### src/rtl/div_unit.sv
// div_unit: multi-cycle restoring shift-subtract divider for DIV / DIVU.
// Produces quotient (LO) and remainder (HI) one quotient bit per cycle behind
// a start/busy/done handshake. Optional build macro DIV_EARLY_ZERO_EN sends a
// divide-by-zero straight to the fix-up state so it completes in one cycle.
module div_unit #(
  parameter int WIDTH = 32
) (
  input  logic             clk,
  input  logic             rst_n,
  input  logic             start,
  input  logic             is_signed,
  input  logic [WIDTH-1:0] dividend,
  input  logic [WIDTH-1:0] divisor,
  output logic             busy,
  output logic             done,
  output logic [WIDTH-1:0] quotient,
  output logic [WIDTH-1:0] remainder,
  output logic             div_by_zero
);

  localparam int CntW = $clog2(WIDTH) + 1;
  localparam logic [CntW-1:0] LastIter = CntW'(WIDTH - 1);

  typedef enum logic [1:0] {
    IDLE,
    RUN,
    FIX
  } stateT;

  stateT state, nextState;

  // Working registers: {rem, quo} shift pair and per-operation context.
  logic [2*WIDTH-1:0] remQuo;
  logic [CntW-1:0]    iterCnt;
  logic [WIDTH-1:0]   magDivisor;
  logic [WIDTH-1:0]   capDividend;
  logic               negQuo;
  logic               negRem;
  logic               zeroDiv;

  // Combinational helpers.
  logic [WIDTH-1:0]   absDividend;
  logic [WIDTH-1:0]   absDivisor;
  logic [2*WIDTH:0]   shifted;
  logic [WIDTH:0]     trial;
  logic [2*WIDTH-1:0] stepRemQuo;
  logic [WIDTH-1:0]   quoMag;
  logic [WIDTH-1:0]   remMag;
  logic [WIDTH-1:0]   fixQuo;
  logic [WIDTH-1:0]   fixRem;

  assign busy = (state != IDLE);

  // Operand magnitudes at capture; the most negative value maps to 2^(W-1),
  // which still fits because the magnitude is held unsigned.
  always_comb begin
    absDividend = (is_signed && dividend[WIDTH-1]) ? -dividend : dividend;
    absDivisor  = (is_signed && divisor[WIDTH-1])  ? -divisor  : divisor;
  end

  // One restoring iteration: shift left, trial-subtract at W+1 bits, keep or restore.
  always_comb begin
    // NOTE: every always_comb output gets a default first so no path leaves it unassigned (no latch).
    shifted    = {remQuo, 1'b0};
    trial      = shifted[2*WIDTH:WIDTH] - {1'b0, magDivisor};
    stepRemQuo = shifted[2*WIDTH-1:0];
    if (!trial[WIDTH]) begin
      stepRemQuo = {trial[WIDTH-1:0], shifted[WIDTH-1:1], 1'b1};
    end
  end

  // Sign fix-up and divide-by-zero override applied in the FIX state.
  always_comb begin
    quoMag = remQuo[WIDTH-1:0];
    remMag = remQuo[2*WIDTH-1:WIDTH];
    fixQuo = negQuo ? -quoMag : quoMag;
    fixRem = negRem ? -remMag : remMag;
    if (zeroDiv) begin
      fixQuo = '1;
      fixRem = capDividend;
    end
  end

  // State register.
  always_ff @(posedge clk or negedge rst_n) begin
    if (!rst_n) begin
      state <= IDLE;
    end else begin
      // NOTE: sequential state uses non-blocking assignment so every register sees pre-edge values.
      state <= nextState;
    end
  end

  // Next-state logic.
  always_comb begin
    nextState = state;
    unique case (state)
      IDLE: begin
        if (start) begin
`ifdef DIV_EARLY_ZERO_EN
          nextState = (divisor == '0) ? FIX : RUN;
`else
          nextState = RUN;
`endif
        end
      end
      RUN:     if (iterCnt == LastIter) nextState = FIX;
      FIX:     nextState = IDLE;
      default: nextState = IDLE;
    endcase
  end

  // Datapath: capture on accepted start, iterate in RUN, publish results in FIX.
  always_ff @(posedge clk or negedge rst_n) begin
    if (!rst_n) begin
      remQuo      <= '0;
      iterCnt     <= '0;
      magDivisor  <= '0;
      capDividend <= '0;
      negQuo      <= 1'b0;
      negRem      <= 1'b0;
      zeroDiv     <= 1'b0;
      done        <= 1'b0;
      quotient    <= '0;
      remainder   <= '0;
      div_by_zero <= 1'b0;
    end else begin
      done <= 1'b0;
      unique case (state)
        IDLE: begin
          if (start) begin
            remQuo      <= {{WIDTH{1'b0}}, absDividend};
            iterCnt     <= '0;
            magDivisor  <= absDivisor;
            capDividend <= dividend;
            negQuo      <= is_signed & (dividend[WIDTH-1] ^ divisor[WIDTH-1]);
            negRem      <= is_signed & dividend[WIDTH-1];
            zeroDiv     <= (divisor == '0);
          end
        end
        RUN: begin
          remQuo  <= stepRemQuo;
          iterCnt <= iterCnt + 1'b1;
        end
        FIX: begin
          quotient    <= fixQuo;
          remainder   <= fixRem;
          div_by_zero <= zeroDiv;
          done        <= 1'b1;
        end
        default: ;
      endcase
    end
  end

endmodule

### config.mk
export PLATFORM = sky130hd
export DESIGN_NAME = div_unit
export DESIGN_NICKNAME = d
export VERILOG_FILES = /design/src/rtl/div_unit.sv
export SDC_FILE = /design/constraint.sdc
export NUM_CORES = 1
export LEC_CHECK = 0
export BUFFER_PORTS_ARGS = -buffer_cell sky130_fd_sc_hd__buf_2
export CAP_MARGIN = 10
export CORE_MARGIN = 1.5
export CORE_UTILIZATION = 55
export DETAILED_ROUTE_END_ITERATION = 10
export HOLD_SLACK_MARGIN = 0.06
export PLACE_DENSITY = 0.79
export REMOVE_ABC_BUFFERS = 1
export SYNTH_ARGS = -nofsm -noshare
export SYNTH_HDL_FRONTEND = slang
export SYNTH_SLANG_ARGS = --single-unit
### constraint.sdc
create_clock -name clk -period 4.5 [get_ports clk]
set_clock_uncertainty 0.15 [all_clocks]
set_input_delay 0.225 -clock clk [delete_from_list [all_inputs] [get_ports clk]]
set_output_delay 0.225 -clock clk [all_outputs]
set_load 0.02 [all_outputs]
# == Word-level counts from Yosys, hierarchy flattened ==
# Index checks and enable logic that the tools add are counted.
# word_totals
ff_bits,205
latchBits,0
ram_bits,0
romBits,0
input_bits,68
out_inout_bits,67
word_cells,50
mem_count,0
# op_classes
addsub,6
multipliers,0
div,0
order_cmp,0
eq_ne,5
shift,0
n_mux,15
bitwise_logic,3
reduce_logical,9
# ops
operator,count
32-bit two-way mux,6
64-bit two-way mux,2
32-bit negator,4
64-bit case mux with 2 select lines,1
33-bit by 32-bit subtractor with 33-bit output,1
32-bit logical NOT,1
6-bit case mux with 2 select lines,1
6-bit by 1-bit adder with 6-bit output (second input constant),1
6-bit by 5-bit == test with 1-bit output (second input constant),1
6-bit two-way mux,1
2-bit AND reduction,3
2-bit two-way mux,2
2-bit != test (second input constant),2
2-bit case mux with 2 select lines,1
2-bit nonzero test,2
1-bit AND,2
2-bit by 1-bit == test with 1-bit output (second input constant),1
2-bit == test (second input constant),1
1-bit logical AND,2
2-bit logical NOT,1
1-bit two-way mux,1
1-bit XOR,1

# == Longest topological paths before layout ==
# Gate-level depths: netlist (run 1).
# depth
ltp_word,4
ltp_mapped,13
mapped_depth_nobuf,11

# == Least setup slack after synthesis (run 1) ==
# OpenSTA, ideal clock, no wires.
# synth_timing
path_type,reg-to-reg
start,reg remQuo[54]
end,reg remQuo[37]
setup_ns,0.132
arrival_time_ns,2.652
required_ns,4.218
path_slack_ns,1.565
stages_incl_launch_ff,12
n_path_buf,3
synth_period_minus_slack_ns,2.935
cell_sequence,dfrtp_1 > ha_1 > clkbuf_1 > a21o_1 > a2111o_1 > o22a_1 > a211o_1 > and4_1 > buf_4 > buf_4 > mux2i_1 > o21ai_1
# synth_between
elab_chain_len,3
# synth_rtl
element,line,source
from (decl),33,logic [2*WIDTH-1:0] remQuo;
from (signal assigned),132,"remQuo <= {{WIDTH{1'b0}}, absDividend};"
from (signal assigned),142,remQuo <= stepRemQuo;
33-bit by 32-bit subtractor with 33-bit output,65,"trial = shifted[2*WIDTH:WIDTH] - {1'b0, magDivisor};"
64-bit two-way mux,67,if (!trial[WIDTH]) begin
64-bit case mux with 2 select lines,129,unique case (state)
# Every way passes these cells.
# A chain may end at the register's enable or synchronous reset.

# == Worst setup path after layout (run 1) ==
# layout_timing
start,reg remQuo[56]
end,reg remQuo[34]
# The elaborated chain is that of the path after synthesis.

==> impl_metrics.json, run 1 <==
{
  "cp_cell_sequence": "ha_1 > a211oi_1 > o21a_1 > o41ai_2 > nor3_1 > a21oi_1 > and4_1 > buf_4 > mux2i_1 > o21ai_0",
  "grt.total_usage_pct": 28.1,
  "overflow": 0,
  "start_util_pct": 56.3,
  "routed_wl_mm": 33.6,
  "crit_slowest_cell": "and4_1",
  "fmax_ghz": 0.269,
  "period_needed_ns": 3.71,
  "cts-root-buf": "clkbuf_16",
  "die_w_um": 156,
  "cts-buffers-inserted": 23,
  "vias_per_cell": 5.78,
  "drive_gt1_share_pct": 12.5,
  "slew_viol_final": 0,
  "leakagePower_nw": 6.95,
  "ant_nets": 0,
  "final_core_utilization_pct": 66.7,
  "startpoint_type": "register",
  "dp_cells": 1903,
  "nets": 1798,
  "timing.max_cap.violations": 0,
  "avgSynthCellArea_um2": 8.38,
  "gp_congestion": 0.914,
  "synthFlopType": "dfrtp_1",
  "power.clock.fraction_pct": 20.1,
  "critPathArrivalTime_ns": 3.95,
  "fin_tns_setup_ns": 0,
  "clk_latency_ns": 0.53,
  "cts_tree": "built",
  "yosys.area.top_type_share_pct": 40.0,
  "yosysSeqAreaShare_pct": 40.0,
  "postCtsSetupBuffers": 0,
  "cpPeakStageDelay_ns": 0.76,
  "antenna_found_initial": 0,
  "comb_power_share_pct": 47.9,
  "grt_pass1_wl_mm": 55.7,
  "coreArea_um2": 22800,
  "synth_cells": 1529,
  "worstHoldPathType": "in2reg",
  "synth_cell_types": 68,
  "num-fill-cells": 1869,
  "synth_edf_count": 0,
  "n_antenna_cell": 0,
  "fp.dieH_um": 156,
  "ios": 135,
  "p_per_area_nw_per_um2": 612,
  "yosysMostFrequentCell": "nand2_1",
  "status": "completed",
  "cp_top_family": "compound AO/OA/AOI/OAI gates",
  "synth_common_cells": "244 x nand2_1, 205 x dfrtp_1, 151 x o21ai_0",
  "rows": 55,
  "stdcell_area_um2": 15200,
  "dp_hpwl_mm": 23.4,
  "dieArea_um2": 24200,
  "port_buffers": 134,
  "cts_max_path_buffers": 3,
  "grt_pass1_vias": 11300,
  "post_dp_cell_area_um2": 13700,
  "ys_ff_latch": 205,
  "hold_violations": 0,
  "yosys-top-cells-area": "dfrtp_1 40%, nand2_1 7.1%, o21ai_0 5.9%",
  "switchingPower_mw": 3.98,
  "drt_first_pass_iters": 5,
  "finalSetupViolations": 0,
  "grt_max_degree": 118,
  "syn_to_final_growth_pct": 18.5,
  "route.detailed.drc": 0,
  "clk_pin_slew_ns": 0.06,
  "clock_sinks": 205,
  "synth_warnings": 0,
  "p_int_mw": 5.32,
  "fin_crit_sh_pct": 82.5,
  "p_seq_share_pct": 32.0,
  "maxSlewHeadroom_pct": 32.8,
  "drt_iter0_drc": 924,
  "async_reset_ff_share_pct": 100,
  "num_vias": 11700,
  "wire_per_inst_um": 16.6,
  "layoutNonFillerInstCount": 2019,
  "tightest_slew_ns": 1.01,
  "synth.cell_area_um2": 12800,
  "cts_max_level": 1,
  "cp.required_ns": 4.73,
  "crit_type": "reg2reg",
  "cp_max_fo": 15,
  "swShare_pct": 42.8,
  "cp.buffers_inverters": 1,
  "crit_path_end_kind": "register",
  "vdd_drop_max_uv": 367,
  "yosys.area.top_type": "dfrtp_1",
  "grt_setup_unrepaired": "no"
}
[power by group through the flow]
| stage | Clock [mW] | Sequential [mW] | Combinational, mW |
|---|---|---|---|
| 6_report | 1.87 | 2.98 | 4.45 |
| 5_1_grt | 1.97 | 3.05 | 4.97 |
| 4_1_cts | 1.89 | 2.96 | 4.40 |
| 3_5_place_dp | 0 | 2.98 | 4.31 |
| 3_3_place_gp | 0 | 2.95 | 4.23 |
| 2_1_floorplan | 0 | 2.80 | 3.38 |
[kinds of logic (layout without fill, tap and decap cells)]
| group | count (synthesis) | after routing | synth area share [%] |
|---|---|---|---|
| fa+ha+maj | 38 | 38 | 3.77 |
| mux | 31 | 31 | 2.42 |
| simple gates | 530 | 530 | 19.1 |
| xor+xnor | 139 | 139 | 9.50 |
| buf+inv | 141 | 318 | 4.31 |
| flops | 205 | 205 | 40.0 |
| compound gates | 445 | 445 | 20.9 |
[stage by stage]
| stage | power, mW | hold WS, ns | setup WS, ns |
|---|---|---|---|
| finish | 9.30 | 0.173 | 0.786 |
| global route | 10.0 | 0.177 | 0.531 |
| CTS | 9.24 | 0.159 | 0.880 |
| detailed placement | 7.30 | 0.273 | 0.917 |
| global placement | 7.18 | 0.261 | 1.01 |
| floorplan | 6.18 | -0.221 | 0.585 |
[worst paths after layout]
kind	from	endpoint	slack, ns	depth (start not counted)
max	remQuo[56]	remQuo[34]	0.79	10
min	start	iterCnt[0]	0.17	5
max reg2reg	remQuo[56]	remQuo[34]	0.79	10
min reg2reg	quotient[0]	quotient[0]	0.31	2
max in group asynchronous	rst_n	remQuo[34]	2.78	3
min in group asynchronous	rst_n	magDivisor[3]	0.25	2
[registers in the layout, indices dropped and copies added (netlist names)]
| register | cells |
|---|---|
| state | 2 |
| div_by_zero | 1 |
| negQuo | 1 |
| negRem | 1 |
| remQuo | 64 |
| quotient | 32 |
| done | 1 |
| iterCnt | 6 |
| magDivisor | 32 |
| remainder | 32 |
| zeroDiv | 1 |
| capDividend | 32 |
[worst register-to-register path, cell delays in order, from the launching register on]
cell      delay, ns
dfrtp_1        0.46
ha_1           0.46
a211oi_1       0.13
o21a_1         0.21
o41ai_2        0.52
nor3_1         0.11
a21oi_1        0.19
and4_1         0.76
buf_4          0.31
mux2i_1        0.20
o21ai_0        0.09
[cell type report]
cell class	count	area, um2	share of cell area (%)
Multi-Input combinational cell	1183	7150	47.1
Sequential cell	205	5130	33.8
Timing Repair Buffer	227	1580	10.4
Clock buffer	28	614	4.04
Tap cell	313	392	2.58
Inverter	52	195	1.28
Clock inverter	11	126	0.832
[layer usage]
metal	vias up	GRT usage, %	share of wire, %
met5	-	0	0
met4	0	7.57	2.4
met3	54	3.28	5.2
met2	332	47.7	47
met1	5573	38.1	45
li1	5714	-	-
[layout by cell type, fill, tap and decap left out, drive strengths merged, types with 5 or more instances in the layout]
cell / netlist / routed
nor2: 111 / 111
a211oi: 6 / 6
nor2b: 6 / 6
a22oi: 24 / 24
clkbuf: 74 / 29
buf: 15 / 149
xnor2: 57 / 57
nand2b: 12 / 12
nor3: 30 / 30
clkinv: 0 / 7
ha: 37 / 37
a22o: 7 / 7
nand3: 36 / 36
nand4: 11 / 11
o31ai: 29 / 29
dlygate4sd3: 0 / 77
nand2: 244 / 244
a21o: 12 / 12
a31oi: 20 / 20
or3: 7 / 7
nor4: 16 / 16
inv: 52 / 53
o21ai: 181 / 181
or4: 17 / 17
a21oi: 118 / 118
o211ai: 5 / 5
and3: 22 / 22
xor2: 82 / 82
mux2i: 31 / 31
o22a: 5 / 5
dfrtp: 205 / 205
o41ai: 12 / 12
[what timing repair did]
action / 4_1_cts / 5_1_grt
gates resized for setup: 0 / 0
hold buffers: 77 / 0
setup endpoints to repair: 0 / 0
endpoints found under the hold margin: 213 / 0
(Power assumes the default switching activity.)
==> run 2: changes to the inputs <==
Clock period 4.5 ns to 3.7 ns, I/O delays scaled along.
==> run 2 against run 1 <==
Net effect: maximum frequency rose by 9.8%; utilization is 0.80 points higher; sequential power is 21% higher; via count grew 1.2%; clock-buffer cell count increased by 1; worst hold slack gained 0.032 ns; power is 24% higher; design area grew 1.2%; critical path depth stayed put.
==> impl_metrics.json, run 2 (synthesis gave the netlist of run 1 again) <==
{
  "status": "completed",
  "slew_viol_final": 0,
  "timing.max_cap.violations": 0,
  "seq_area_um2": 5130,
  "nets": 1808,
  "clock_sinks": 205,
  "dieArea_um2": 24200,
  "clk_pin_slew_ns": 0.06,
  "grt_max_degree": 118,
  "maxSlewHeadroom_pct": 17.0,
  "drive_gt1_share_pct": 12.8,
  "cts_tree": "built",
  "drt_first_pass_iters": 7,
  "multiInputGateArea_um2": 7150,
  "largest_reg_flops": 64,
  "ant_nets": 0,
  "cts-root-buf": "clkbuf_16",
  "syn_to_final_growth_pct": 20.0,
  "crit_path_end_kind": "register",
  "grt_pass1_vias": 11300,
  "num_vias": 11800,
  "critPathArrivalTime_ns": 3.63,
  "timing.hold.ws_ns": 0.205,
  "worstHoldPathType": "in2async",
  "cts-buffers-inserted": 23,
  "num-fill-cells": 1852,
  "hold_violations": 0,
  "grt.total_usage_pct": 27.7,
  "route.detailed.drc": 0,
  "cts_max_path_buffers": 3,
  "rows": 55,
  "start_util_pct": 56.3,
  "cts_max_level": 1,
  "leakagePower_nw": 7.03,
  "crit_type": "reg2reg",
  "fp.dieH_um": 156,
  "startpoint_type": "register",
  "overflow": 0,
  "p_total_mw": 11.6,
  "cp_max_fo": 21,
  "fmax_ghz": 0.296,
  "dp_hpwl_mm": 23.4,
  "routed_wl_mm": 33.5,
  "finalSetupViolations": 0,
  "gp_congestion": 0.905,
  "largest_register": "remQuo",
  "fin_crit_sh_pct": 91.4,
  "die_w_um": 156,
  "vdd_drop_max_uv": 347,
  "n_antenna_cell": 0,
  "port_buffers": 134,
  "ios": 135,
  "p_per_area_nw_per_um2": 752,
  "coreArea_um2": 22800,
  "grt_pass1_wl_mm": 55.1,
  "period_needed_ns": 3.38,
  "grt_setup_unrepaired": "no",
  "antenna_found_initial": 1,
  "clk_latency_ns": 0.52,
  "layout_common_cells": "243 x nand2_1, 204 x dfrtp_1, 151 x o21ai_0, 133 x buf_2, 118 x a21oi_1",
  "wire_per_inst_um": 16.5,
  "tightest_slew_ns": 1.24,
  "cp.required_ns": 3.95,
  "final_common_cell": "nand2_1",
  "drt_iter0_drc": 845,
  "vias_per_cell": 5.82
}
==> run 2: cell count changes in the layout (fill, tap and decap cells not counted) <==
cell           change
bufinv_16          +3
inv_6              +1
clkbuf_8           +1
clkinv_2           -4
buf_12             +2
dlygate4sd3_1      +4
buf_4              +4
inv_16             -1
==> run 2: routing by layer <==
metal	vias to the layer above	global-route usage, %	wire length (um)
li1	5745	-	-
met4	0	9.98	1080
met2	404	47.0	15900
met5	-	0	0
met3	79	3.03	1800
met1	5580	36.8	14700
==> run 2: cell type report <==
| cell class | count | share of cell area, % |
|---|---|---|
| Multi-Input combinational cell | 1183 | 46.5 |
| Tap cell | 313 | 2.55 |
| Clock inverter | 10 | 1.20 |
| Timing Repair Buffer | 237 | 11.0 |
| Inverter | 52 | 1.27 |
| Sequential cell | 205 | 33.4 |
| Clock buffer | 29 | 4.08 |
==> run 2: where the power goes <==
part / switching, mW / total, mW / internal, mW
clock: 0.906 / 2.45 / 1.54
combinational: 3.11 / 5.49 / 2.38
sequential: 0.798 / 3.62 / 2.82
total: 4.82 / 11.6 / 6.74
==> run 2: critical path, cell delays in order, from the launching register on <==
cell and delay [ns]:
dfrtp_1 0.48, ha_1 0.43, nand2_1 0.15, a21o_1 0.22
a211oi_1 0.36, o22a_1 0.28, a211o_1 0.16, and4_1 0.36
buf_12 0.23, nor3_1 0.06, a311o_1 0.35
==> run 2: path summary, 6_finish.rpt <==
path	slack (ns)	from	depth (start not counted)	to
hold / removal	0.21	rst_n	2	magDivisor[2]
min in group clk	0.27	start	5	capDividend[2]
setup reg to reg	0.32	remQuo[43]	10	remQuo[32]
max in group asynchronous	2.25	rst_n	3	remQuo[8]
hold reg to reg	0.31	quotient[0]	2	quotient[0]
setup / recovery	0.32	remQuo[43]	10	remQuo[32]
==> run 2: stage by stage <==
stage	utilization, %	instance area, um2	std cells	TNS [ns]	setup WS [ns]
after floorplan	-	12500	1440	-0.705	-0.215
after global placement	60.4	13800	1909	0	0.457
after detailed placement	60.4	13800	1909	0	0.404
after CTS	67.5	15400	2029	0	0.399
after global routing	67.5	15400	2029	0	0.175
final	67.5	15400	2029	0	0.318
==> run 2: what timing repair did <==
action	4_1_cts	5_1_grt
buffers inserted	0	0
resized for setup	0	0
endpoints found under the hold margin	214	0
hold buffers	81	0
setup endpoints to repair	0	0
